`src/rtl/pc_seq_unit_pkg.sv`:
```
// Shared types and helpers for the PC sequencer.
package pc_seq_unit_pkg;

  localparam int PC_W_DEF = 32;

  // Why the PC moved this cycle.
  typedef enum logic [2:0] {
    CAUSE_SEQ,
    CAUSE_BR,
    CAUSE_RET,
    CAUSE_TRAP,
    CAUSE_HOLD
  } cause_e;

  // Mask that clears the low log2(inc) bits; inc is a power of two.
  function automatic logic [63:0] align_mask(input int unsigned inc);
    return ~(64'(inc) - 64'd1);
  endfunction

endpackage

```
`src/rtl/pc_seq_unit_ras.sv`:
```
// Circular return-address stack: push, pop, or replace-top in one cycle.
// When full, a push overwrites the oldest entry and sets the sticky overflow.
module pc_ras #(
  parameter int PC_W  = 32,
  parameter int DEPTH = 4
) (
  input  logic            clk,
  input  logic            Proc_reset,
  input  logic            rst,
  input  logic            i_push,
  input  logic            i_pop,
  input  logic [PC_W-1:0] i_din,
  output logic [PC_W-1:0] o_top,
  output logic            o_empty,
  output logic            o_full,
  output logic            o_ovf
);

  localparam int PW = $clog2(DEPTH);
  localparam logic [PW-1:0] ONE_P = 1;
  localparam logic [PW:0]   ONE_C = 1;
  localparam logic [PW:0]   FULL_C = (PW+1)'(DEPTH);

  logic [PC_W-1:0] r_mem [DEPTH];
  logic [PW-1:0]   r_sp;
  logic [PW:0]     r_cnt;
  logic            r_ovf;
  logic [PW-1:0]   w_top_idx;
  logic [PW-1:0]   w_wr_idx;
  logic            w_pop;

  assign w_top_idx = r_sp - ONE_P;
  assign o_empty   = (r_cnt == '0);
  assign o_full    = (r_cnt == FULL_C);
  assign o_ovf     = r_ovf;
  assign o_top     = r_mem[w_top_idx];
  assign w_pop     = i_pop & ~o_empty;
  // push+pop rewrites the current top instead of moving the pointer
  assign w_wr_idx  = w_pop ? w_top_idx : r_sp;

  // Entry storage; contents are only read while non-empty, so no reset needed.
  always_ff @(posedge clk) begin
    if (i_push) r_mem[w_wr_idx] <= i_din;
  end

  // Pointer, occupancy and sticky overflow.
  always_ff @(posedge clk or posedge Proc_reset) begin
    if (Proc_reset) begin
      r_sp  <= '0;
      r_cnt <= '0;
      r_ovf <= 1'b0;
    end else if (rst) begin
      r_sp  <= '0;
      r_cnt <= '0;
      r_ovf <= 1'b0;
    end else if (i_push && !w_pop) begin
      r_sp <= r_sp + ONE_P;
      if (o_full) r_ovf <= 1'b1;
      else        r_cnt <= r_cnt + ONE_C;
    end else if (w_pop && !i_push) begin
      r_sp  <= r_sp - ONE_P;
      r_cnt <= r_cnt - ONE_C;
    end
  end

endmodule

```
`src/rtl/pc_seq_unit.sv`:
```
// Program-counter sequencer: reset vector, redirects, trap, stall,
// single-step gating and return-address prediction via pc_ras.
module pc_seq_unit
  import pc_seq_unit_pkg::*;
#(
  parameter int          PC_W      = PC_W_DEF,
  parameter logic [31:0] RESET_VEC = 32'h0000_0000,
  parameter int          INC       = 4,
  parameter int          RAS_DEPTH = 4
) (
  input  logic            clk,
  input  logic            Proc_reset,
  input  logic            rst,
  input  logic            Proc_run_en,
  input  logic            step_mode,
  input  logic            step_req,
  input  logic            stall,
  input  logic            br_taken,
  input  logic [PC_W-1:0] br_target,
  input  logic            call,
  input  logic            ret,
  input  logic            trap,
  input  logic [PC_W-1:0] trap_vec,
  output logic [PC_W-1:0] pc_o,
  output logic [PC_W-1:0] pc_next_o,
  output logic            ras_empty,
  output logic            ras_full,
  output logic            ras_ovf,
  output logic            misalign_o
);

  localparam logic [PC_W-1:0] RV    = PC_W'(RESET_VEC);
  localparam logic [PC_W-1:0] INC_V = PC_W'(INC);
  localparam logic [PC_W-1:0] MASK  = PC_W'(align_mask(INC));

  logic [PC_W-1:0] r_pc;
  logic            r_step_q;
  logic            r_mis;
  logic [PC_W-1:0] w_inc, w_raw, w_ras_top;
  logic            w_adv, w_trap, w_redir, w_mis, w_push, w_pop;
  cause_e          w_cause;

  assign w_inc  = r_pc + INC_V;
  assign w_adv  = Proc_run_en & ~stall & (~step_mode | (step_req & ~r_step_q));
  // trap only needs run enable; it overrides stall and step gating
  assign w_trap = Proc_run_en & trap;
  assign w_push = w_adv & ~w_trap & call;
  assign w_pop  = w_adv & ~w_trap & ret & ~ras_empty;

  // Select the next-PC source in priority order.
  always_comb begin
    w_cause = CAUSE_HOLD;
    w_raw   = r_pc;
    if (w_trap) begin
      w_cause = CAUSE_TRAP;
      w_raw   = trap_vec;
    end else if (w_adv) begin
      if (ret && !ras_empty) begin
        w_cause = CAUSE_RET;
        w_raw   = w_ras_top;
      end else if (br_taken || ret) begin
        // ret with an empty stack falls back to the ALU-computed target
        w_cause = CAUSE_BR;
        w_raw   = br_target;
      end else begin
        w_cause = CAUSE_SEQ;
        w_raw   = w_inc;
      end
    end
  end

  assign w_redir   = (w_cause == CAUSE_TRAP) | (w_cause == CAUSE_RET) | (w_cause == CAUSE_BR);
  assign w_mis     = w_redir & (|(w_raw & ~MASK));
  assign pc_next_o = w_redir ? (w_raw & MASK) : w_raw;
  assign pc_o      = r_pc;
  assign misalign_o = r_mis;

  // PC register, step edge history and misalign pulse.
  always_ff @(posedge clk or posedge Proc_reset) begin
    if (Proc_reset) begin
      r_pc     <= RV;
      r_step_q <= 1'b0;
      r_mis    <= 1'b0;
    end else if (rst) begin
      r_pc     <= RV;
      r_step_q <= 1'b0;
      r_mis    <= 1'b0;
    end else begin
      r_pc     <= pc_next_o;
      r_step_q <= step_req;
      r_mis    <= w_mis;
    end
  end

  pc_ras #(.PC_W(PC_W), .DEPTH(RAS_DEPTH)) u_ras (
    .clk        (clk),
    .Proc_reset (Proc_reset),
    .rst        (rst),
    .i_push     (w_push),
    .i_pop      (w_pop),
    .i_din      (w_inc),
    .o_top      (w_ras_top),
    .o_empty    (ras_empty),
    .o_full     (ras_full),
    .o_ovf      (ras_ovf)
  );

endmodule

```
`config.mk`:
```
export PLATFORM = sky130hd
export DESIGN_NAME = pc_seq_unit
export DESIGN_NICKNAME = d
export VERILOG_FILES = /design/src/rtl/pc_seq_unit_pkg.sv /design/src/rtl/pc_seq_unit_ras.sv /design/src/rtl/pc_seq_unit.sv
export SDC_FILE = /design/constraint.sdc
export NUM_CORES = 1
export LEC_CHECK = 0
export ABC_AREA = 1
export CAP_MARGIN = 25
export CORE_ASPECT_RATIO = 1.75
export CORE_UTILIZATION = 54
export DETAILED_ROUTE_END_ITERATION = 6
export GPL_TIMING_DRIVEN = 0
export PLACE_DENSITY = 0.9
export SYNTH_ARGS = -nofsm -noshare
export SYNTH_HDL_FRONTEND = slang
export SYNTH_SLANG_ARGS = --single-unit
```
`constraint.sdc`:
```
create_clock -name clk -period 3.7 [get_ports clk]
set_input_delay 0.555 -clock clk [delete_from_list [all_inputs] [get_ports clk]]
set_output_delay 0.555 -clock clk [all_outputs]
set_load 0.01 [all_outputs]
```
==> results_dict.tcl, run 1 <==
set metrics [dict create \
    cp-start-kind "flip-flop" \
    use_met1_pct 37.75 \
    drv_slew 0 \
    drtAntennaViolNets 0 \
    post-route-period-util_pct 97.40 \
    start_util_pct 55.74 \
    synth_area_leaders "edfxtp_1, nand2_1, dfrtp_1, nor2_1, a21oi_1" \
    cpPeakStageDelay_ps 530 \
    routed_wl_um 28460 \
    antennaDiodeCount 0 \
    path_max_fanout 6 \
    overflow 0 \
    n_fill_cell 1062 \
    drive_gt1_share_pct 9.727 \
    fmax_ghz 0.2775 \
    gp_congestion 0.9588 \
    synth_top_area_share_pct 44.59 \
    syn2layout_area_growth_pct 28.28 \
    grt-busiest-layer "met2" \
    synth-main-ff-cell "edfxtp_1" \
    dpl-instance-area_um2 10420 \
    yosysMostFrequentCell "nand2_1" \
    crit_top_cell "nand2_1" \
    routedWlPerCell_um 20.96 \
    ctsHoldBuffers 0 \
    hp-class "in2async" \
    antenna_found_initial 0 \
    tightest_slew_ps 828.2 \
    multi_input_area_um2 3312 \
    cts_tree "built" \
    synthesis.area_um2 8620 \
    cp.required_ps 3140 \
    r2r_slack_ps 740 \
    rsz0062_at_grt "false" \
    hold_viol_final 0 \
    utilization_pct 71.50 \
    dieHeight_um 169.1 \
    p_total_mw 4.966 \
    hpwl_um 19590 \
    vias 8270 \
    synth_nets 1071 \
    io_pins 143 \
    finalNetCount 1236 \
    reg2regPathDepth 9 \
    status "finished, final reports clean" \
    reg2reg_to "u_ras.r_mem[3][11]$_DFFE_PP_" \
    syn_avg_cell_area_um2 8.672 \
    numCtsBuffers 17 \
    grt_usage_pct 34.91 \
    via_per_inst 6.090 \
    period_minus_slack_ps 3604 \
    die-area_um2 16490 \
    powerDensity_nw_per_um2 449.2 \
    r2r-start "u_ras.r_sp[0]$_DFFE_PP0P_" \
    instances_no_fill 1358 \
    cts.sinks 168 \
    crit_path_end_kind "primary output" \
    use_met2_pct 58.83 \
    drt_iter0_markers 920 \
    drc_errors 0 \
    root_buffer "clkbuf_16" \
    max-clock-path-buffers 2 \
    grt_max_degree 31 \
    drt-pass1-iter-count 7 \
    vdd_drop_max_v 0.0003014 \
    die_w_um 97.51 \
    ys_types 36 \
    holdWs_ps 389.4 \
    ys_ff_latch 168 \
    seq_area_um2 4846 \
    synth_edf_count 128 \
    crit_arrival_ps 3050 \
    path_cells "ha_1 -> nand2_1 -> nor2_2 -> nand2_2 -> xnor2_2 -> nand2_1 -> nand2_1 -> nand2_1 -> nand2_1 -> clkdlybuf4s50_1" \
    cpMaxStageDelayCell "clkdlybuf4s50_1" \
    synthArstFlopShare_pct 23.81 \
    insertion_delay_ps 430 \
    coreArea_um2 15460 \
    finalClockSkew_ps 9.656 \
    placedCellCount 1326 \
    port_buffers 141 \
    grt_pass1_vias 7970 \
    h-tree-depth 4 \
    p_leak_nw 4.414 \
    slew-limit-headroom_pct 44.79 \
    setup_viol 0 \
    synth_top_area_cell "edfxtp_1" \
    met3_usage_pct 9.020 \
    syn_inst 994 \
    crit_type "reg2out" \
    yosys-top-cells-count "nand2_1, edfxtp_1, nor2_1, inv_1, a21oi_1" \
    cap_violations 0 \
    yosysWarnings 0 \
    final_cell_area_um2 11060 \
    grt_pass1_wl_um 42770 \
    num_rows 60 \
    clkTransAtPathRegs_ps 70 \
    synth_seq_area_share_pct 56.21 \
]
## kinds of logic (layout without fill, tap and decap cells)
group           Yosys count  after routing  share of synthesized area [%]
simple gates            586            586                          29.34
flops                   168            168                          56.21
buf+inv                 117            295                          5.893
compound gates          113            113                          7.374
xor+xnor                  8              8                         0.9001
fa+ha+maj                 2              2                         0.2903
## final cells by class
type	count	share of cell area, %
sequential	168	43.83
multi-input combinational	709	29.95
timing repair buffer	146	13.87
clock buffer	20	4.130
inverter	78	2.648
tap	186	2.105
buffer	39	1.969
clock inverter	12	1.494
## critical path, delay by kind of cell (launching register included)
kind          cells  cell delay (ps)
xor+xnor          1              360
flops             1              470
simple gates      7              940
buf+inv           1              530
fa+ha+maj         1              310
## report_power, final
group	internal [mW]	total [mW]	leakage, nW	switching, mW
clock	1.11	1.88	0.299	0.773
sequential	2.08	2.15	1.69	0.0642
combinational	0.372	0.936	2.43	0.564
total	3.56	4.97	4.41	1.40
## worst max-delay path by stage
| stage | slack, ps | startpoint | end | cells past startpoint |
|---|---|---|---|---|
| after floorplan | 550 | Proc_run_en | u_ras.r_mem[1][0]$_DFFE_PP_ | 7 |
| after global placement | -1280 | Proc_run_en | u_ras.r_mem[1][14]$_DFFE_PP_ | 8 |
| after detailed placement | 10 | trap | pc_next_o[19] | 9 |
| after CTS | 60 | pc_o[2]$_DFF_PP0_ | pc_next_o[10] | 10 |
| after global routing | 10 | pc_o[3]$_DFF_PP0_ | pc_next_o[20] | 9 |
| final | 100 | pc_o[3]$_DFF_PP0_ | pc_next_o[10] | 10 |
## flip-flops by register name, indices dropped and copies added, names as in the netlist
name,count
u_ras.o_ovf,1
misalign_o,1
u_ras.r_sp,2
u_ras.r_cnt,3
r_step_q,1
pc_o,32
u_ras.r_mem,128
## routing by layer
metal	up-vias	wire [µm]
met4	0	2328
met1	3775	9021
li1	3608	-
met2	706	13960
met5	-	0
met3	181	3155
## cell usage in the layout, fill, tap and decap left out, types with 4 or more instances in the layout
cell type / Yosys / routed
a21oi_1: 57 / 57
and2_1: 7 / 7
buf_2: 22 / 22
buf_4: 4 / 4
clkbuf_1: 9 / 8
clkbuf_16: 0 / 17
clkdlybuf4s50_1: 0 / 141
clkinv_4: 0 / 4
dfrtp_1: 40 / 39
edfxtp_1: 128 / 128
inv_1: 73 / 72
inv_2: 5 / 6
nand2_1: 390 / 390
nand2_2: 4 / 4
nand3_1: 28 / 28
nand3b_1: 10 / 10
nand4_1: 36 / 36
nor2_1: 81 / 76
nor2_2: 8 / 8
nor2_4: 9 / 14
o21a_1: 12 / 12
o21ai_0: 22 / 22
o21ai_1: 7 / 7
o21bai_1: 4 / 4
or2_2: 6 / 6
## per-stage QoR
step           setup WS [ps]  TNS, ps
6_report               96.19        0
3_3_place_gp           -1280  -154450
2_1_floorplan          554.8        0
3_5_place_dp           12.63        0
4_1_cts                62.95        0
5_1_grt                11.00        0
## repair_timing
item                       in CTS  in global routing
gates resized for setup         1                  6
gates cloned                    0                  0
buffers inserted                0                  0
hold endpoints to repair        0                  0
setup endpoints to repair       1                  4
(Power assumes the default switching activity.)
==> run 2, diff against run 1 <==
--- a/config.mk
+++ b/config.mk
@@ -11,6 +11,7 @@
 export CORE_UTILIZATION = 54
 export DETAILED_ROUTE_END_ITERATION = 6
 export GPL_TIMING_DRIVEN = 0
+export HOLD_SLACK_MARGIN = 0.15
 export PLACE_DENSITY = 0.9
 export SYNTH_ARGS = -nofsm -noshare
 export SYNTH_HDL_FRONTEND = slang
==> results of run 2 <==
No change in the layout: final DEF, timing and power equal those of run 1.
==> run 3, diff against run 2 <==
--- a/config.mk
+++ b/config.mk
@@ -16,3 +16,4 @@
 export SYNTH_ARGS = -nofsm -noshare
 export SYNTH_HDL_FRONTEND = slang
 export SYNTH_SLANG_ARGS = --single-unit
+export TNS_END_PERCENT = 5
==> run 3 against run 2 <==
Critical path depth unchanged. Highest routed layer unchanged. Hold slack improved by 1.6 ps. Maximum frequency decreased by 0.94%. Largest cell class unchanged. Count of clock-buffer cells in the layout unchanged. Routed wire length increased by 0.34%. Sequential power about the same. Cell count unchanged. Flip-flop and latch count unchanged. Setup slack got worse by 34 ps. Combinational power increased by 0.5%. Clock skew increased by 0.90 ps. Largest power group unchanged.
==> results_dict.tcl, run 3 (synthesized netlist as in run 1, its figures left out) <==
set metrics [dict create \
    status "finished, final reports clean" \
    cts_tree "built" \
    setup_ws_ps 61.81 \
    ctsHoldBuffers 0 \
    largest_reg_flops 128 \
    finalNetCount 1236 \
    cp-start-kind "flip-flop" \
    h-tree-depth 4 \
    vdd_drop_max_v 0.0003024 \
    clkTransAtPathRegs_ps 70 \
    drive_gt1_share_pct 9.642 \
    post-route-period-util_pct 98.33 \
    dieHeight_um 169.1 \
    slew-limit-headroom_pct 44.33 \
    tightest_slew_ps 835.0 \
    hold_viol_final 0 \
    gp_congestion 0.9588 \
    dpl-instance-area_um2 10420 \
    grt_pass1_wl_um 42770 \
    routed_wl_um 28560 \
    numCtsBuffers 17 \
    grt_max_degree 31 \
    post_cts_buffers 0 \
    coreArea_um2 15460 \
    path_max_fanout 6 \
    final_cell_area_um2 11050 \
    routedWlPerCell_um 21.03 \
    max-clock-path-buffers 2 \
    overflow 0 \
    dp_slack_ps 12.63 \
    io_pins 143 \
    cts.sinks 168 \
    cts_resized 1 \
    insertion_delay_ps 440 \
    crit_type "reg2out" \
    hp-class "in2async" \
    utilization_pct 71.48 \
    drt_iter0_markers 877 \
    final_common_cell "nand2_1" \
    mostFrequentLayoutCells "nand2_1, clkdlybuf4s50_1, edfxtp_1" \
    antenna_found_initial 0 \
    crit_path_end_kind "primary output" \
    syn2layout_area_growth_pct 28.25 \
    die_w_um 97.51 \
    cap_violations 0 \
    setup_viol 0 \
    drv_slew 0 \
    rsz0062_at_grt "false" \
    drt-pass1-iter-count 6 \
    grt_usage_pct 34.91 \
    die-area_um2 16490 \
    via_per_inst 6.066 \
    root_buffer "clkbuf_16" \
    powerDensity_nw_per_um2 449.3 \
    start_util_pct 55.74 \
    crit_arrival_ps 3080 \
    top_register "u_ras.r_mem" \
    finalClockSkew_ps 10.56 \
    p_leak_nw 4.414 \
    tns_ps 0 \
    fmax_ghz 0.2749 \
    vias 8238 \
    port_buffers 141 \
    num_rows 60 \
    drtAntennaViolNets 0 \
    period_minus_slack_ps 3638 \
    drc_errors 0 \
    cp.required_ps 3140 \
    antennaDiodeCount 0 \
    grt_pass1_vias 7970 \
    hpwl_um 19590 \
]
==> run 3: critical path: stages (launching register included) <==
cell and delay (ps):
dfrtp_1 470, ha_1 310, nand2_1 100, nor2_2 270
nand2_2 210, xnor2_2 380, nand2_1 90, nand2_1 90
nand2_1 100, nand2_1 80, clkdlybuf4s50_1 530
==> run 3: final timing paths <==
kind	endpoint	depth (start not counted)	start	slack [ps]
hold reg to reg	u_ras.o_ovf$_DFFE_PP0P_	2	u_ras.o_ovf$_DFFE_PP0P_	500
min in group clk	pc_o[0]$_DFF_PP0_	2	rst	430
max in group asynchronous	pc_o[2]$_DFF_PP0_	3	Proc_reset	2800
setup / recovery	pc_next_o[10]	10	pc_o[3]$_DFF_PP0_	60
hold / removal	pc_o[14]$_DFF_PP0_	2	Proc_reset	390
setup reg to reg	u_ras.r_mem[3][11]$_DFFE_PP_	9	u_ras.r_sp[0]$_DFFE_PP0P_	730
==> run 3: metrics by stage <==
stage / total power [mW] / instances / hold WS [ps]
finish: 4.967 / 1358 / 391.0
global route: 5.083 / 1358 / 404.9
CTS: 4.921 / 1358 / 395.6
detailed placement: 3.089 / 1326 / 478.9
global placement: 3.056 / 1321 / 464.4
floorplan: 2.655 / 994 / 493.4
==> run 3: layer usage <==
layer  part of all wire (%)  track usage, %  wire length [µm]  up-vias
met4                    7.9           25.51              2260        0
met1                     32           37.75              9170     3782
met3                     11           9.020              3142      174
met5                      0               0                 0        -
met2                     49           58.83             13980      673
li1                       -               -                 -     3609
==> run 3: area by class of cell <==
class / count / area [µm²]
tap: 186 / 232.7
timing repair buffer: 146 / 1534
clock inverter: 12 / 165.2
multi-input combinational: 709 / 3309
clock buffer: 20 / 456.7
buffer: 39 / 217.7
sequential: 168 / 4846
fill: 1062 / 4410
inverter: 78 / 292.8
==> run 3: power breakdown <==
part	total (mW)	internal [mW]	switching [mW]	leakage [nW]
logic	0.941	0.372	0.569	2.43
registers	2.15	2.09	0.0641	1.69
clock network	1.88	1.11	0.769	0.299
